**src/rtl/rst_sequencer.sv**
```systemverilog
// rst_sequencer: reset controller for the downstream flip-flops.
//   Asynchronously asserts and synchronously deasserts a raw active-low reset.
//   Holds reset for a stretch period, then releases N reset domains one after
//   another in a fixed order. It also drives an active-high synchronous reset
//   and accepts a software reset request.
// Ports:
//   clk          in   system clock, rising edge
//   async_rst_n  in   raw asynchronous active-low reset
//   sw_rst_req   in   synchronous software reset request
//   stage_rst_n  out  per-domain active-low resets (async assert, sync release)
//   sync_rst     out  active-high synchronous reset, falls with the last domain
//   rst_done     out  1 once every domain is out of reset
//   rst_cause    out  sticky cause: 2'b01 async reset, 2'b10 software request
module rst_sequencer #(
  parameter int SYNC_STAGES    = 2,
  parameter int STRETCH_CYCLES = 8,
  parameter int N_STAGES       = 3,
  parameter int STAGE_GAP      = 4
) (
  input  logic                clk,
  input  logic                async_rst_n,
  input  logic                sw_rst_req,
  output logic [N_STAGES-1:0] stage_rst_n,
  output logic                sync_rst,
  output logic                rst_done,
  output logic [1:0]          rst_cause
);

  localparam int MAX_CNT = (STRETCH_CYCLES > STAGE_GAP) ? STRETCH_CYCLES : STAGE_GAP;
  localparam int CW      = $clog2(MAX_CNT + 1);
  localparam logic [CW-1:0] STRETCH_LAST = CW'(STRETCH_CYCLES - 1);
  localparam logic [CW-1:0] GAP_LAST     = CW'(STAGE_GAP - 1);

  typedef enum logic [2:0] {HOLD, SYNC, STRETCH, RELEASE, RUN} state_t;

  state_t               state, state_d;
  logic [SYNC_STAGES-1:0] sync_q;
  logic [CW-1:0]        cnt, cnt_d;
  logic [N_STAGES-1:0]  stage_d, stage_next;
  logic                 sync_rst_d, rst_done_d;
  logic [1:0]           cause_d;
  logic                 sync_done;

  // The synchronized reset goes high on this edge: leave SYNC on the same edge.
  assign sync_done  = sync_q[SYNC_STAGES-2] & ~sync_q[SYNC_STAGES-1];
  // Next release pattern: shift one more 1 in from the bottom.
  assign stage_next = (stage_rst_n << 1) | N_STAGES'(1);

  always_ff @(posedge clk or negedge async_rst_n) begin
    if (!async_rst_n) begin
      state       <= HOLD;
      sync_q      <= '0;
      cnt         <= '0;
      stage_rst_n <= '0;
      sync_rst    <= 1'b1;
      rst_done    <= 1'b0;
      rst_cause   <= 2'b01;
    end else begin
      state       <= state_d;
      sync_q      <= {sync_q[SYNC_STAGES-2:0], 1'b1};
      cnt         <= cnt_d;
      stage_rst_n <= stage_d;
      sync_rst    <= sync_rst_d;
      rst_done    <= rst_done_d;
      rst_cause   <= cause_d;
    end
  end

  always_comb begin
    state_d    = state;
    cnt_d      = cnt;
    stage_d    = stage_rst_n;
    sync_rst_d = sync_rst;
    rst_done_d = rst_done;
    cause_d    = rst_cause;
    case (state)
      HOLD, SYNC: begin
        if (sync_done) begin
          state_d = STRETCH;
          cnt_d   = '0;
        end else begin
          state_d = SYNC;
        end
      end
      STRETCH, RELEASE, RUN: begin
        if (sw_rst_req) begin
          state_d    = STRETCH;
          cnt_d      = '0;
          stage_d    = '0;
          sync_rst_d = 1'b1;
          rst_done_d = 1'b0;
          cause_d    = 2'b10;
        end else if (state == RUN) begin
          rst_done_d = 1'b1;
        end else if ((state == STRETCH && cnt == STRETCH_LAST) ||
                     (state == RELEASE && cnt == GAP_LAST)) begin
          // The stretch end releases domain 0; each gap end releases the next one.
          stage_d = stage_next;
          cnt_d   = '0;
          if (stage_next[N_STAGES-1]) begin
            sync_rst_d = 1'b0;
            state_d    = RUN;
          end else begin
            state_d = RELEASE;
          end
        end else begin
          cnt_d = cnt + CW'(1);
        end
      end
      default: state_d = HOLD;
    endcase
  end

endmodule

```
**config.mk**
```make
export PLATFORM = sky130hd
export DESIGN_NAME = rst_sequencer
export DESIGN_NICKNAME = d
export VERILOG_FILES = /design/src/rtl/rst_sequencer.sv
export SDC_FILE = /design/constraint.sdc
export NUM_CORES = 1
export LEC_CHECK = 0
export ABC_AREA = 1
export BUFFER_PORTS_ARGS = -buffer_cell sky130_fd_sc_hd__clkbuf_2
export CAP_MARGIN = 20
export CORE_MARGIN = 2
export CORE_UTILIZATION = 25
export CTS_CLUSTER_DIAMETER = 150
export DETAILED_ROUTE_END_ITERATION = 10
export HOLD_SLACK_MARGIN = 0.03
export PLACE_DENSITY = 0.48
export REMOVE_ABC_BUFFERS = 1
export SLEW_MARGIN = 20
export SYNTH_ARGS = -nofsm -noshare
export SYNTH_HDL_FRONTEND = slang
export SYNTH_SLANG_ARGS = --single-unit
```
**constraint.sdc**
```tcl
create_clock -name clk -period 1.11 [get_ports clk]
set_input_delay 0.0555 -clock clk [delete_from_list [all_inputs] [get_ports clk]]
set_output_delay 0.0555 -clock clk [all_outputs]
set_load 0.02 [all_outputs]
```
After elaboration in Yosys (flattened, before gate mapping). Index checks and enable logic that the tools add are counted.

Register bits after elaboration: 16. Input bits: 3. Output and inout bits: 7. Word-level logic and storage cells: 56.

$add $sub $neg: 1. Equal/unequal tests: 10. Multiplexer cells: 20. Bitwise gates (word level): 2. Reduce and logical (&&, ||, !) cells: 16.

Operator list (count): two-way mux 3 bit (7); two-way mux 4 bit (4); one-hot mux 4 bit (2 select lines) (1); nonzero test 2 bit (4); equality test 3 x 2 -> 1 bit, second input constant (2); two-way mux 1 bit (6); inequality test 3 bit, second input constant (2); one-hot mux 3 bit (2 select lines) (1); AND reduction 2 bit (3); AND reduction 3 bit (2); adder 4 x 1 -> 4 bit, second input constant (1); equality test 4 x 2 -> 1 bit, second input constant (1); equality test 4 x 3 -> 1 bit, second input constant (1); inequality test 2 bit, second input constant (2); AND reduction 4 bit (1); equality test 3 x 1 -> 1 bit, second input constant (1); equality test 3 bit, second input constant (1); zero test 3 bit (1); OR reduction 3 bit (1); logical AND 1 bit (2); two-way mux 2 bit (1); OR reduction 2 bit (1); bitwise AND 1 bit (1); logical OR 1 bit (1); NOT 1 bit (1).

Logic depth before layout (Yosys ltp). Gate-level depths: netlist of the first run.

Depth after elaboration: 7. Depth in mapped cells: 9. Depth with buffers taken out: 9.

Worst setup path after synthesis of the first run. No wires, ideal clock.

Path kind: register to register. Start point: register cnt[0]. End point: register state[2]. Setup time: 0.124 ns. Arrival: 1.047 ns. Data required time: 0.986 ns. Setup slack: -0.061 ns. Stages on the path, launching flop included: 10. Buffers on the path: 0. Clock period less this slack: 1.171 ns. Cell sequence: dfrtp_1 ha_1 nand2_1 nor2_4 nand2_4 nand2_4 nand2_4 nor2_4 inv_2 nand2_1.

Word-level cells in the longest chain between the ends: 5. Elaborated cells on any way between the ends: 7. Those cells by class: 3 x eq/ne; 4 x reduce/logical.

RTL lines: from (decl) (line 38) `logic [CW-1:0] cnt, cnt_d;`; from (signal assigned) (line 61) `cnt <= cnt_d;`; equality test 4 x 3 -> 1 bit or equality test 4 x 2 -> 1 bit (tied branches) (line 95, 96); logical AND 1 bit, on equally long branches (line 95, 96); logical OR 1 bit * (line 95) `end else if ((state == STRETCH && cnt == STRETCH_LAST) ||`; inequality test 3 bit (no source line) *; AND reduction 2 bit (no source line) *; to (signal assigned) (line 59) `state <= state_d;`; to (decl) (line 36) `state_t state, state_d;`.

Mark *: on every way between the ends. The rest lies on a longest branch, timed or not. A chain may end at the register's enable or synchronous reset.

Worst setup path in the final report of the first run.
Start point: register state[0]. End point: register state[0].

Word-level cells in the longest chain between the ends: 5. Elaborated cells on any way between the ends: 14. Those cells by class: 6 x eq/ne; 1 x mux; 7 x reduce/logical.

RTL lines (line): equality test 3 x 2 -> 1 bit, on equally long branches (76, 95, 96); logical AND 1 bit, on equally long branches (95, 96); logical OR 1 bit (95); inequality test 3 bit (no source line); AND reduction 2 bit (no source line).

Parallel ways exist; a longest one is shown, timed or not.

==> PnR_summary.wiki, run 1 <==
{| class="wikitable"
! Metric !! Value
|-
| Run status || finished, violations left
|-
| Violations in the final reports || setup timing
|-
| Cell count after synthesis || 96
|-
| Delay of the slowest cell on the worst path || around 0.47 ns
|-
| Register clock-pin slew on the reported worst setup and hold paths || ~0.1 ns
|-
| R2R Path Start || state[0]
|-
| Via count of the first global-routing pass || 670
|-
| Number of antenna diodes || 0
|-
| Max-cap violations || 0
|-
| Count of input and output buffers || 9
|-
| DR iter-0 viols || 26
|-
| Routed length on met3 || around 34 µm
|-
| Reg2Reg Setup Slack || -0.10 ns
|-
| Clock root buffer || sky130_fd_sc_hd__clkbuf_4
|-
| Worst min-delay path endpoint || rst_cause[0]
|-
| Non-filler instance count after layout || approximately 170
|-
| First-pass GRT wire length || between 2000 and 3000 µm
|-
| Post-DR vias/cell || roughly 4
|-
| Global placer's final weighted congestion || 0.771
|-
| Final hold violation count || 0
|-
| Flip-flop and latch area || roughly 410 µm²
|-
| Final-stage net count || between 100 and 150
|-
| Drt first pass iters || 4
|-
| Synth Area per Inst || 8.62 µm²
|-
| Number of synthesized flops with an enable pin || 0
|-
| Primary FF master, synth || sky130_fd_sc_hd__dfrtp_1
|-
| Post-synthesis to final-layout area growth || 39.9%
|-
| Count of different cell masters after synthesis || 22
|-
| Setup slack of the critical path after layout || -0.104 ns
|-
| Full die area || between 0.003 and 0.004 mm²
|-
| Post-Place Setup Slack || -0.143 ns
|-
| CP Data Arrival Time || roughly 1.4 ns
|-
| Start-to-end type of the worst setup path || reg -> reg
|-
| Num CTS Buffers || 3
|-
| Initial core utilization || 0.267
|-
| Unrepaired setup endpoints after global routing || true
|-
| DRC violations left || 0
|-
| Worst Path Max Fanout || 7
|-
| Post-route clock period utilization || 1.09
|-
| Hpwl dp || between 1000 and 1500 µm
|-
| Post-Syn Area || between 800 and 900 µm²
|-
| Floorplan Core Area || about 0.0031 mm²
|-
| Final wirelength || roughly 1600 µm
|-
| Number of antenna violations at the first check in global routing || 0
|-
| Multi-input gate area in the final layout || between 400 and 500 µm²
|-
| Setup Skew || slightly below 0.003 ns
|-
| Met2 wire length || around 800 µm
|-
| Floorplan row count || 20
|-
| Highest Clock Rate || a little over 0.8 GHz
|-
| Routed wire per std cell || roughly 9.9 µm
|-
| Required time reported for the critical path endpoint || 1.33 ns
|-
| Post-synthesis sequential area ratio || 0.487
|-
| Critical-path cell with the highest stage delay || sky130_fd_sc_hd__dfrtp_2
|-
| Critical Path Start Type || flip-flop
|-
| Routed via count || around 670
|-
| Leakage dissipation || approximately 0.57 nW
|-
| Kind of end point of the critical path || flip-flop
|-
| Max Used Layer || met4
|-
| Crit path top cell by count || sky130_fd_sc_hd__nor2_4
|-
| Antenna-violating nets left || 0
|-
| Insertion delay to the later sink of the worst-skew pair || ~0.29 ns
|-
| Fill cells || roughly 330
|-
| Synthesis-stage register bit count || 16
|-
| Hold path cells || 4
|-
| Worst hold slack across all endpoints || 0.0508 ns
|-
| Share of layout cells above drive strength 1 || 0.500
|-
| Total routing usage reported by global routing || 0.104
|-
| Period minus WS final || roughly 1.2 ns
|-
| Power per standard cell area || 2090 mW/mm²
|-
| CTS Sinks || 16
|-
| Overall die height || 61.5 µm
|-
| Max-slew violation count || 0
|-
| Number of placed cells counting well taps || 156
|-
| Max clock buf depth || 2
|-
| IR drop worst, VDD || ~0.00047 V
|-
| Pin count of the biggest net entering global routing || 17
|-
| Final cell utilization of the core || 0.373
|-
| Cell depth of the worst flop-to-flop path || 7
|-
| Crit Reg-Reg Endpoint || state[0]
|-
| Hold wc startpoint || sw_rst_req
|-
| Post-route met1 wirelength || between 700 and 800 µm
|-
| Maximum level of the CTS H-tree || 1
|-
| CTS tree || done
|-
| Proportion of register bits with asynchronous set or reset after synthesis || 1.00
|-
| Horizontal die dimension || between 60 and 70 µm
|-
| Grt total ovfl || 0
|-
| Worst-path cell chain || nor2_4 > nand2_4 > nand2_8 > nand2_2 > nor2_4 > nand2_1 > o21ai_1
|-
| Num ports || 10
|-
| Worst hold path class || in -> reg
|-
| Warnings, synthesis || 0
|-
| Final setup fails || 13
|}
[where the power goes]
part,leakage [nW],switching [mW],internal [mW]
combinational,0.352,0.653,0.452
clock,0.0210,0.196,0.200
sequential,0.194,0.174,0.740
[registers in the layout, indices dropped and copies added (netlist names)]
name and count:
cnt 4, rst_cause 2, rst_done 1, stage_rst_n 3
state 3, sync_q 2, sync_rst 1
[layout by cell type, fill, tap and decap left out, drive strengths merged]
| cell type | count |
|---|---|
| nand2 | 34 |
| nor2 | 16 |
| dfrtp | 14 |
| clkbuf | 13 |
| inv | 13 |
| buf | 12 |
| o21ai | 4 |
| nand4 | 3 |
| dfstp | 2 |
| nand3 | 2 |
| a21oi | 2 |
| o31ai | 1 |
| a21boi | 1 |
| xor2 | 1 |
| or2 | 1 |
| ha | 1 |
| dlygate4sd3 | 1 |
| conb | 1 |
[timing repair]
action	4_1_cts	5_1_grt
gates resized for setup	13	13
hold buffers	1	0
pin swaps	2	8
setup endpoints to repair	14	14
buffers inserted	4	1
hold endpoints to repair	16	0
[area by class of cell]
cell class,instances,share of cell area
multi-input cells,67,0.397
flip-flops and latches,16,0.351
repair buffers,22,0.129
well taps,44,0.0476
inverters,13,0.0443
clock buffers,4,0.0314
[metal layers]
| metal | track usage | up-vias |
|---|---|---|
| met5 | 0 | - |
| met4 | 0.0638 | 0 |
| met3 | 0.0189 | 4 |
| met2 | 0.170 | 7 |
| met1 | 0.127 | 313 |
| li1 | - | 348 |
[cell usage after synthesis (2+ instances only)]
master	instances	share of area
sky130_fd_sc_hd__o21ai_1	2	0.012
sky130_fd_sc_hd__inv_1	7	0.032
sky130_fd_sc_hd__a21oi_1	2	0.012
sky130_fd_sc_hd__nor2_4	4	0.054
sky130_fd_sc_hd__dfstp_2	2	0.064
sky130_fd_sc_hd__nand2_2	3	0.023
sky130_fd_sc_hd__o21ai_0	2	0.012
sky130_fd_sc_hd__nand2_4	5	0.068
sky130_fd_sc_hd__nand2_1	26	0.12
sky130_fd_sc_hd__inv_2	6	0.027
sky130_fd_sc_hd__nor2_1	11	0.050
sky130_fd_sc_hd__nand4_1	3	0.023
sky130_fd_sc_hd__dfrtp_1	14	0.42
[kinds of logic (layout without fill, tap and decap cells)]
logic type      Yosys count  count (layout)  share of synthesized area
xor+xnor                  1               1                     0.0106
buf+inv                  13              39                     0.0590
flops                    16              16                      0.487
fa+ha+maj                 1               1                     0.0151
compound gates            8               8                     0.0545
other cells               1               1                    0.00453
simple gates             56              56                      0.369
[through the flow]
step	area [µm²]	TNS, ns	power (mW)
CTS	1090	-0.927	2.33
floorplan	827	-0.270	1.50
global route	1160	-1.87	2.61
finish	1160	-0.958	2.42
global placement	980	-1.10	1.77
detailed placement	980	-1.31	1.79
[worst max-delay path: cells and delay by family, from the launching register on]
kind	cells	cell delay (ns)
and+or+nand+nor	6	0.60
DFF	1	0.47
AOI/OAI and AO/OA	1	0.07
[worst max-delay path by stage]
| stage | startpoint | to | slack [ns] |
|---|---|---|---|
| after floorplan | cnt[0] | state[2] | -0.06 |
| after global placement | cnt[0] | cnt[0] | -0.12 |
| after detailed placement | cnt[0] | cnt[0] | -0.14 |
| after CTS | state[1] | cnt[0] | -0.11 |
| after global routing | state[0] | cnt[0] | -0.18 |
| final | state[0] | state[0] | -0.10 |
Power figures use the tool's default switching activity.
==> inputs of run 2 (changes only) <==
- CORE_UTILIZATION: 25 -> 30
- PLACE_DENSITY: 0.48 -> 0.54
==> run 2 against run 1 <==
Compared with the run above:
- the run still ends with setup timing left
- clock power barely moved
- hold slack better by 0.020 ns
- power shrank 2.2%
==> PnR_summary.wiki, run 2 (synthesis gave the netlist of run 1 again) <==
{| class="wikitable"
! Metric !! Value
|-
| Drt first pass iters || 4 (unchanged)
|-
| Insertion delay to the later sink of the worst-skew pair || 0.29 ns (about the same)
|-
| DRC violations left || 0 (unchanged)
|-
| Worst-path cell chain || ha_2 > nand2_2 > nor2_4 > nand2_4 > nand2_4 > nand2_4 > nor2_4 > inv_2 > nand2_1
|-
| Max-cap violations || 0 (unchanged)
|-
| Final wirelength || 1670 µm (+1.6%)
|-
| Buf+Inv Stages, Crit Path || 1 (+1)
|-
| Global placer's final weighted congestion || 0.712 (-7.6%)
|-
| Floorplan Core Area || 0.00269 mm² (-13%)
|-
| Switching Power || 0.991 mW (-3.1%)
|-
| Largest registers || cnt x4, stage_rst_n x3, state x3
|-
| Final-stage net count || 127 (unchanged)
|-
| Grt total ovfl || 0 (unchanged)
|-
| Via count of the first global-routing pass || 749 (+12%)
|-
| Delay of the slowest cell on the worst path || 0.38 ns (-0.09 ns)
|-
| Worst hold path class || in -> reg
|-
| Horizontal die dimension || 56.5 µm (-8.1%)
|-
| Kind of end point of the critical path || flip-flop
|-
| Critical Path Start Type || flip-flop
|-
| Power per standard cell area || 2150 mW/mm² (+2.8%)
|-
| Leakage dissipation || 0.550 nW (-3.0%)
|-
| First-pass GRT wire length || 3110 µm (+11%)
|-
| Period minus WS final || 1.24 ns (+0.0230 ns)
|-
| Initial core utilization || 0.308 (+0.0413)
|-
| Floorplan row count || 19 (-5.0%)
|-
| Sequential Power Share || 0.381 (+0.002)
|-
| Post-route clock period utilization || 1.11 (+0.0207)
|-
| Max clock buf depth || 2 (unchanged)
|-
| Number of antenna violations at the first check in global routing || 0 (unchanged)
|-
| Post-synthesis to final-layout area growth || 33.1%
|-
| Flip-flop count of the largest register, all copies and words added || 4 (unchanged)
|-
| Violations in the final reports || setup timing
|-
| Start-to-end type of the worst setup path || reg -> reg
|-
| Max-slew violation count || 0 (unchanged)
|-
| Count of input and output buffers || 9 (unchanged)
|-
| Unrepaired setup endpoints after global routing || true
|-
| Power share of the clock group || 0.168 (+0.004)
|-
| Num ports || 10 (unchanged)
|-
| Number of antenna diodes || 0 (unchanged)
|-
| Routed wire per std cell || 10.9 µm (+10%)
|-
| Cell-internal power || 1.37 mW (-1.5%)
|-
| Final hold violation count || 0 (unchanged)
|-
| Pin count of the biggest net entering global routing || 17 (unchanged)
|-
| Most frequent standard cell in the layout excluding fill and tap cells || sky130_fd_sc_hd__nand2_1
|-
| Share of layout cells above drive strength 1 || 0.475 (-0.0246)
|-
| Post-Place Setup Slack || -0.137 ns (+0.00594 ns)
|-
| CTS tree || done
|-
| Hpwl dp || 1200 µm (+0.14%)
|-
| Final cell utilization of the core || 0.410 (+0.0369)
|-
| IR drop worst, VDD || 0.00103 V (+120%)
|-
| Final design area excluding fillers || 0.00110 mm² (-4.9%)
|-
| Run status || finished, violations left
|-
| Commonest cells after routing, fill and taps aside || sky130_fd_sc_hd__nand2_1 (23), sky130_fd_sc_hd__buf_4 (12), sky130_fd_sc_hd__dfrtp_1 (11)
|-
| Crit path top cell by count || sky130_fd_sc_hd__nand2_4
|-
| Num CTS Buffers || 3 (unchanged)
|-
| Final setup fails || 14 (+1)
|-
| CTS Sinks || 16 (unchanged)
|-
| Setup Skew || 0.00494 ns (+0.00197 ns)
|-
| Top Family by Delay on Critical Path || simple AND/OR/NAND/NOR gates
|-
| Highest Clock Rate || 0.808 GHz (-1.9%)
|-
| DR iter-0 viols || 5 (-81%)
|-
| Switching fraction of total power || 0.420 (-0.00385)
|-
| Critical-path cell with the highest stage delay || sky130_fd_sc_hd__dfrtp_1
|-
| Total routing usage reported by global routing || 0.122 (+0.0178)
|-
| Routed via count || 679 (+1.0%)
|-
| Post-DR vias/cell || 4.44 (+9.6%)
|-
| CP Data Arrival Time || 1.47 ns (+0.03 ns)
|-
| Clock root buffer || sky130_fd_sc_hd__clkbuf_4
|-
| Maximum level of the CTS H-tree || 1 (unchanged)
|-
| Required time reported for the critical path endpoint || 1.34 ns (about the same)
|-
| Combinational share of power || 0.452 (-0.006)
|-
| Worst Path Max Fanout || 5 (-2)
|-
| Post-detailed-placement cell area || 971 µm² (-0.89%)
|-
| Setup slack of the critical path after layout || -0.127 ns (-0.0230 ns)
|-
| Full die area || 0.00319 mm² (-16%)
|-
| Antenna-violating nets left || 0 (unchanged)
|-
| Register clock-pin slew on the reported worst setup and hold paths || 0.10 ns (about the same)
|-
| Most flops, register || cnt
|-
| Fill cells || 278 (-17%)
|-
| Overall die height || 56.5 µm (-8.1%)
|}
==> run 2: tightest hold or removal path, cell delays in order <==
cell and delay (ns):
sky130_fd_sc_hd__clkbuf_2 0.12, sky130_fd_sc_hd__nand2_2 0.07, sky130_fd_sc_hd__inv_4 0.08, sky130_fd_sc_hd__nor2_1 0.04
==> run 2: power groups by stage <==
stage	clock (mW)	sequential [mW]	combinational, mW
finish	0.396	0.899	1.07
global placement	0	0.867	0.898
detailed placement	0	0.873	0.909
floorplan	0	0.945	0.560
global route	0.428	0.926	1.18
CTS	0.407	0.896	1.02
==> run 2: repair_timing <==
action | CTS | global route
endpoints found under the hold margin | 16 | 0
setup endpoints to repair | 13 | 14
setup buffers | 3 | 1
hold buffers | 1 | 0
gates resized for setup | 14 | 4
pin swaps | 7 | 6
==> run 2: final timing paths <==
kind                       slack [ns]   startpoint  cells after the start      endpoint
setup reg to reg                -0.13       cnt[0]                      9      state[2]
max in group asynchronous        0.57  async_rst_n                      2      sync_rst
hold reg to reg                  0.39    sync_q[0]                      0     sync_q[1]
min in group asynchronous        0.22  async_rst_n                      2        cnt[3]
setup / recovery                -0.13       cnt[0]                      9      state[2]
hold / removal                   0.07   sw_rst_req                      4  rst_cause[0]
==> run 2: layout make-up <==
cell class | count | area (µm²) | share of cell area
well taps | 31 | 38.8 | 0.0352
flip-flops and latches | 16 | 407 | 0.369
repair buffers | 22 | 145 | 0.132
multi-input cells | 67 | 423 | 0.384
clock buffers | 4 | 36.3 | 0.0330
inverters | 13 | 51.3 | 0.0466
==> run 2: per-stage QoR <==
step	power [mW]	hold WS [ns]	setup TNS [ns]	std cells
2_1_floorplan	1.50	-0.240	-0.270	96
6_report	2.36	0.0711	-1.31	153
4_1_cts	2.32	0.0666	-0.976	152
3_3_place_gp	1.77	0.00228	-0.979	144
3_5_place_dp	1.78	0.00832	-1.14	144
5_1_grt	2.54	0.0767	-2.44	153
==> run 2: per-layer routing <==
layer,part of all wire,up-vias,global-route usage
met5,0,-,0
met4,0.011,0,0.0408
met3,0.026,2,0.0161
met2,0.51,8,0.219
met1,0.45,324,0.149
li1,-,345,-
==> inputs of run 3 (changes only) <==
- CELL_PAD_IN_SITES_DETAIL_PLACEMENT: not set -> 1
- CELL_PAD_IN_SITES_GLOBAL_PLACEMENT: not set -> 1
- CORE_ASPECT_RATIO: not set -> 2
- PLACE_DENSITY: 0.54 -> 0.66
- TNS_END_PERCENT: not set -> 30
==> run 3 against run 2 <==
Compared with the run above:
- the flow still finishes with violations (setup timing)
- count of clock-buffer cells in the layout unchanged
- non-clock buffer count up 1
- cell count down 0.65%
- worst setup slack better by 0.031 ns
- critical path depth unchanged
- clock power up 26%
- via count up 6.8%
- critical endpoint is now stage_rst_n[2]
- highest routed layer unchanged
==> PnR_summary.wiki, run 3 (synthesis gave the netlist of run 1 again) <==
{| class="wikitable"
! Metric !! Value
|-
| Run status || finished, violations left
|-
| Violations in the final reports || setup timing
|-
| Share of layout cells above drive strength 1 || 0.463 (-0.0120)
|-
| Initial core utilization || 0.306 (-0.00185)
|-
| Commonest cells after routing, fill and taps aside || sky130_fd_sc_hd__nand2_1 (23), sky130_fd_sc_hd__buf_4 (13), sky130_fd_sc_hd__dfrtp_1 (11)
|-
| Pin count of the biggest net entering global routing || 17 (unchanged)
|-
| Register clock-pin slew on the reported worst setup and hold paths || 0.06 ns (-0.04 ns)
|-
| Final setup fails || 13 (-1)
|-
| Final hold violation count || 0 (unchanged)
|-
| Met2 wire length || 1190 µm (+40%)
|-
| CP Data Arrival Time || 1.39 ns (-0.08 ns)
|-
| Worst Path Max Fanout || 7 (+2)
|-
| Final wirelength || 1980 µm (+18%)
|-
| Overall die height || 78.3 µm (+38%)
|-
| Largest registers || cnt x4, stage_rst_n x3, state x3
|-
| Leakage dissipation || 0.556 nW (+1.1%)
|-
| Num ports || 10 (unchanged)
|-
| Number of antenna diodes || 0 (unchanged)
|-
| DR iter-0 viols || 9 (+4)
|-
| Routed length on met3 || 61 µm (+39%)
|-
| Top Family by Delay on Critical Path || simple AND/OR/NAND/NOR gates
|-
| Total routing usage reported by global routing || 0.161 (+0.0386)
|-
| Max-cap violations || 0 (unchanged)
|-
| Num CTS Buffers || 3 (unchanged)
|-
| Routed via count || 725 (+6.8%)
|-
| Antenna-violating nets left || 0 (unchanged)
|-
| CTS tree || done
|-
| Post-synthesis to final-layout area growth || 34.2%
|-
| Routed wire per std cell || 13.0 µm (+19%)
|-
| Post-route met1 wirelength || 671 µm (-11%)
|-
| Most flops, register || cnt
|-
| Setup slack of the critical path after layout || -0.0963 ns (+0.0308 ns)
|-
| First-pass GRT wire length || 3570 µm (+15%)
|-
| Final-stage net count || 128 (+0.79%)
|-
| Start-to-end type of the worst setup path || reg -> reg
|-
| Maximum level of the CTS H-tree || 1 (unchanged)
|-
| Max Used Layer || met4
|-
| Drt first pass iters || 4 (unchanged)
|-
| Via count of the first global-routing pass || 823 (+9.9%)
|-
| Required time reported for the critical path endpoint || 1.30 ns (-0.04 ns)
|-
| DRC violations left || 0 (unchanged)
|-
| Most frequent standard cell in the layout excluding fill and tap cells || sky130_fd_sc_hd__nand2_1
|-
| Max-slew violation count || 0 (unchanged)
|-
| Flip-flop count of the largest register, all copies and words added || 4 (unchanged)
|-
| Global placer's final weighted congestion || 0.798 (+12%)
|-
| Buf+Inv Stages, Crit Path || 2 (+1)
|-
| Floorplan row count || 27 (+8)
|-
| Hpwl dp || 1670 µm (+40%)
|-
| Period minus WS final || 1.21 ns (-0.0308 ns)
|-
| Grt total ovfl || 0 (unchanged)
|-
| Number of antenna violations at the first check in global routing || 0 (unchanged)
|-
| Max clock buf depth || 2 (unchanged)
|-
| Count of input and output buffers || 9 (unchanged)
|-
| Critical Path Start Type || flip-flop
|-
| Insertion delay to the later sink of the worst-skew pair || 0.24 ns (-0.05 ns)
|-
| Horizontal die dimension || 41.1 µm (-27%)
|-
| Post-route clock period utilization || 1.09 (-0.0278)
|-
| Unrepaired setup endpoints after global routing || true
|-
| Crit path top cell by count || sky130_fd_sc_hd__nand2_4
|-
| Clock root buffer || sky130_fd_sc_hd__clkbuf_8
|-
| Floorplan Core Area || 0.00270 mm² (+0.61%)
|-
| Post-Place Setup Slack || -0.178 ns (-0.0417 ns)
|-
| Full die area || 0.00322 mm² (+0.79%)
|-
| Worst hold path class || in -> reg
|-
| Highest Clock Rate || 0.829 GHz (+2.6%)
|-
| Delay of the slowest cell on the worst path || 0.45 ns (+0.07 ns)
|-
| Fill cells || 341 (+23%)
|-
| IR drop worst, VDD || 0.00101 V (-2.5%)
|-
| Critical-path cell with the highest stage delay || sky130_fd_sc_hd__dfrtp_2
|-
| Post-DR vias/cell || 4.77 (+7.5%)
|-
| Worst-path cell chain || inv_2 > nand2_2 > nor2_4 > nand2_4 > nand2_4 > nand2_4 > nor2_4 > inv_2 > nand2_1
|-
| Kind of end point of the critical path || flip-flop
|-
| CTS Sinks || 16 (unchanged)
|-
| Setup Skew || 0.000907 ns (-0.00403 ns)
|-
| Final cell utilization of the core || 0.411 (+0.000774)
|-
| Power per standard cell area || 2230 mW/mm² (+4.0%)
|}
run 3: cell types whose count changed in the layout (fill, tap and decap cells not counted), sizes merged:
cell and delta:
buf +1
run 3: through the flow:
| step | power, mW | TNS, ns | hold slack (ns) | cell area [µm²] | cells |
|---|---|---|---|---|---|
| global route | 2.69 | -2.00 | 0.149 | 1110 | 152 |
| global placement | 1.84 | -1.30 | -0.0000633 | 991 | 145 |
| CTS | 2.51 | -1.17 | 0.118 | 1100 | 152 |
| detailed placement | 1.89 | -1.95 | 0.00426 | 991 | 145 |
| floorplan | 1.50 | -0.270 | -0.240 | 827 | 96 |
| finish | 2.48 | -0.856 | 0.121 | 1110 | 152 |
run 3: worst register-to-register path, cell delays in order, from the launching register on:
cell and delay [ns]:
sky130_fd_sc_hd__dfrtp_2 0.45, sky130_fd_sc_hd__inv_2 0.07, sky130_fd_sc_hd__nand2_2 0.08, sky130_fd_sc_hd__nor2_4 0.13, sky130_fd_sc_hd__nand2_4 0.09, sky130_fd_sc_hd__nand2_4 0.07
sky130_fd_sc_hd__nand2_4 0.07, sky130_fd_sc_hd__nor2_4 0.09, sky130_fd_sc_hd__inv_2 0.05, sky130_fd_sc_hd__nand2_1 0.05
run 3: what timing repair did:
| action | CTS | global route |
|---|---|---|
| pin swaps | 6 | 2 |
| setup endpoints to repair | 14 | 14 |
| gates resized for setup | 12 | 2 |
| hold endpoints to repair | 14 | 0 |
| setup buffers | 2 | 0 |
| hold buffers | 1 | 0 |
run 3: final timing paths:
check / cells past startpoint / start / end / slack, ns
max reg2reg: 9 / state[2] / stage_rst_n[2] / -0.1
max in group asynchronous: 2 / async_rst_n / sync_rst / 0.53
min in group asynchronous: 2 / async_rst_n / sync_q[0] / 0.26
min: 4 / sw_rst_req / rst_cause[0] / 0.12
min reg2reg: 0 / sync_q[0] / sync_q[1] / 0.38
max: 9 / state[2] / stage_rst_n[2] / -0.1
run 3: final cells by class:
class | instances | area, µm² | area share
Timing Repair Buffer | 23 | 153 | 0.138
Sequential cell | 16 | 407 | 0.366
Tap cell | 29 | 36.3 | 0.0327
Inverter | 13 | 51.3 | 0.0462
Clock buffer | 4 | 55.1 | 0.0496
Multi-Input combinational cell | 67 | 408 | 0.368
run 3: report_power, final:
part           internal (mW)  leakage, nW  switching [mW]  total, mW
Sequential             0.743        0.194           0.158      0.901
Clock                  0.314       0.0288           0.182      0.497
Combinational          0.438        0.333           0.640       1.08
run 3: layer usage:
metal	GRT usage	vias to the layer above
met2	0.272	17
met3	0.0367	7
met1	0.174	351
met5	0	-
met4	0.0742	0
li1	-	350
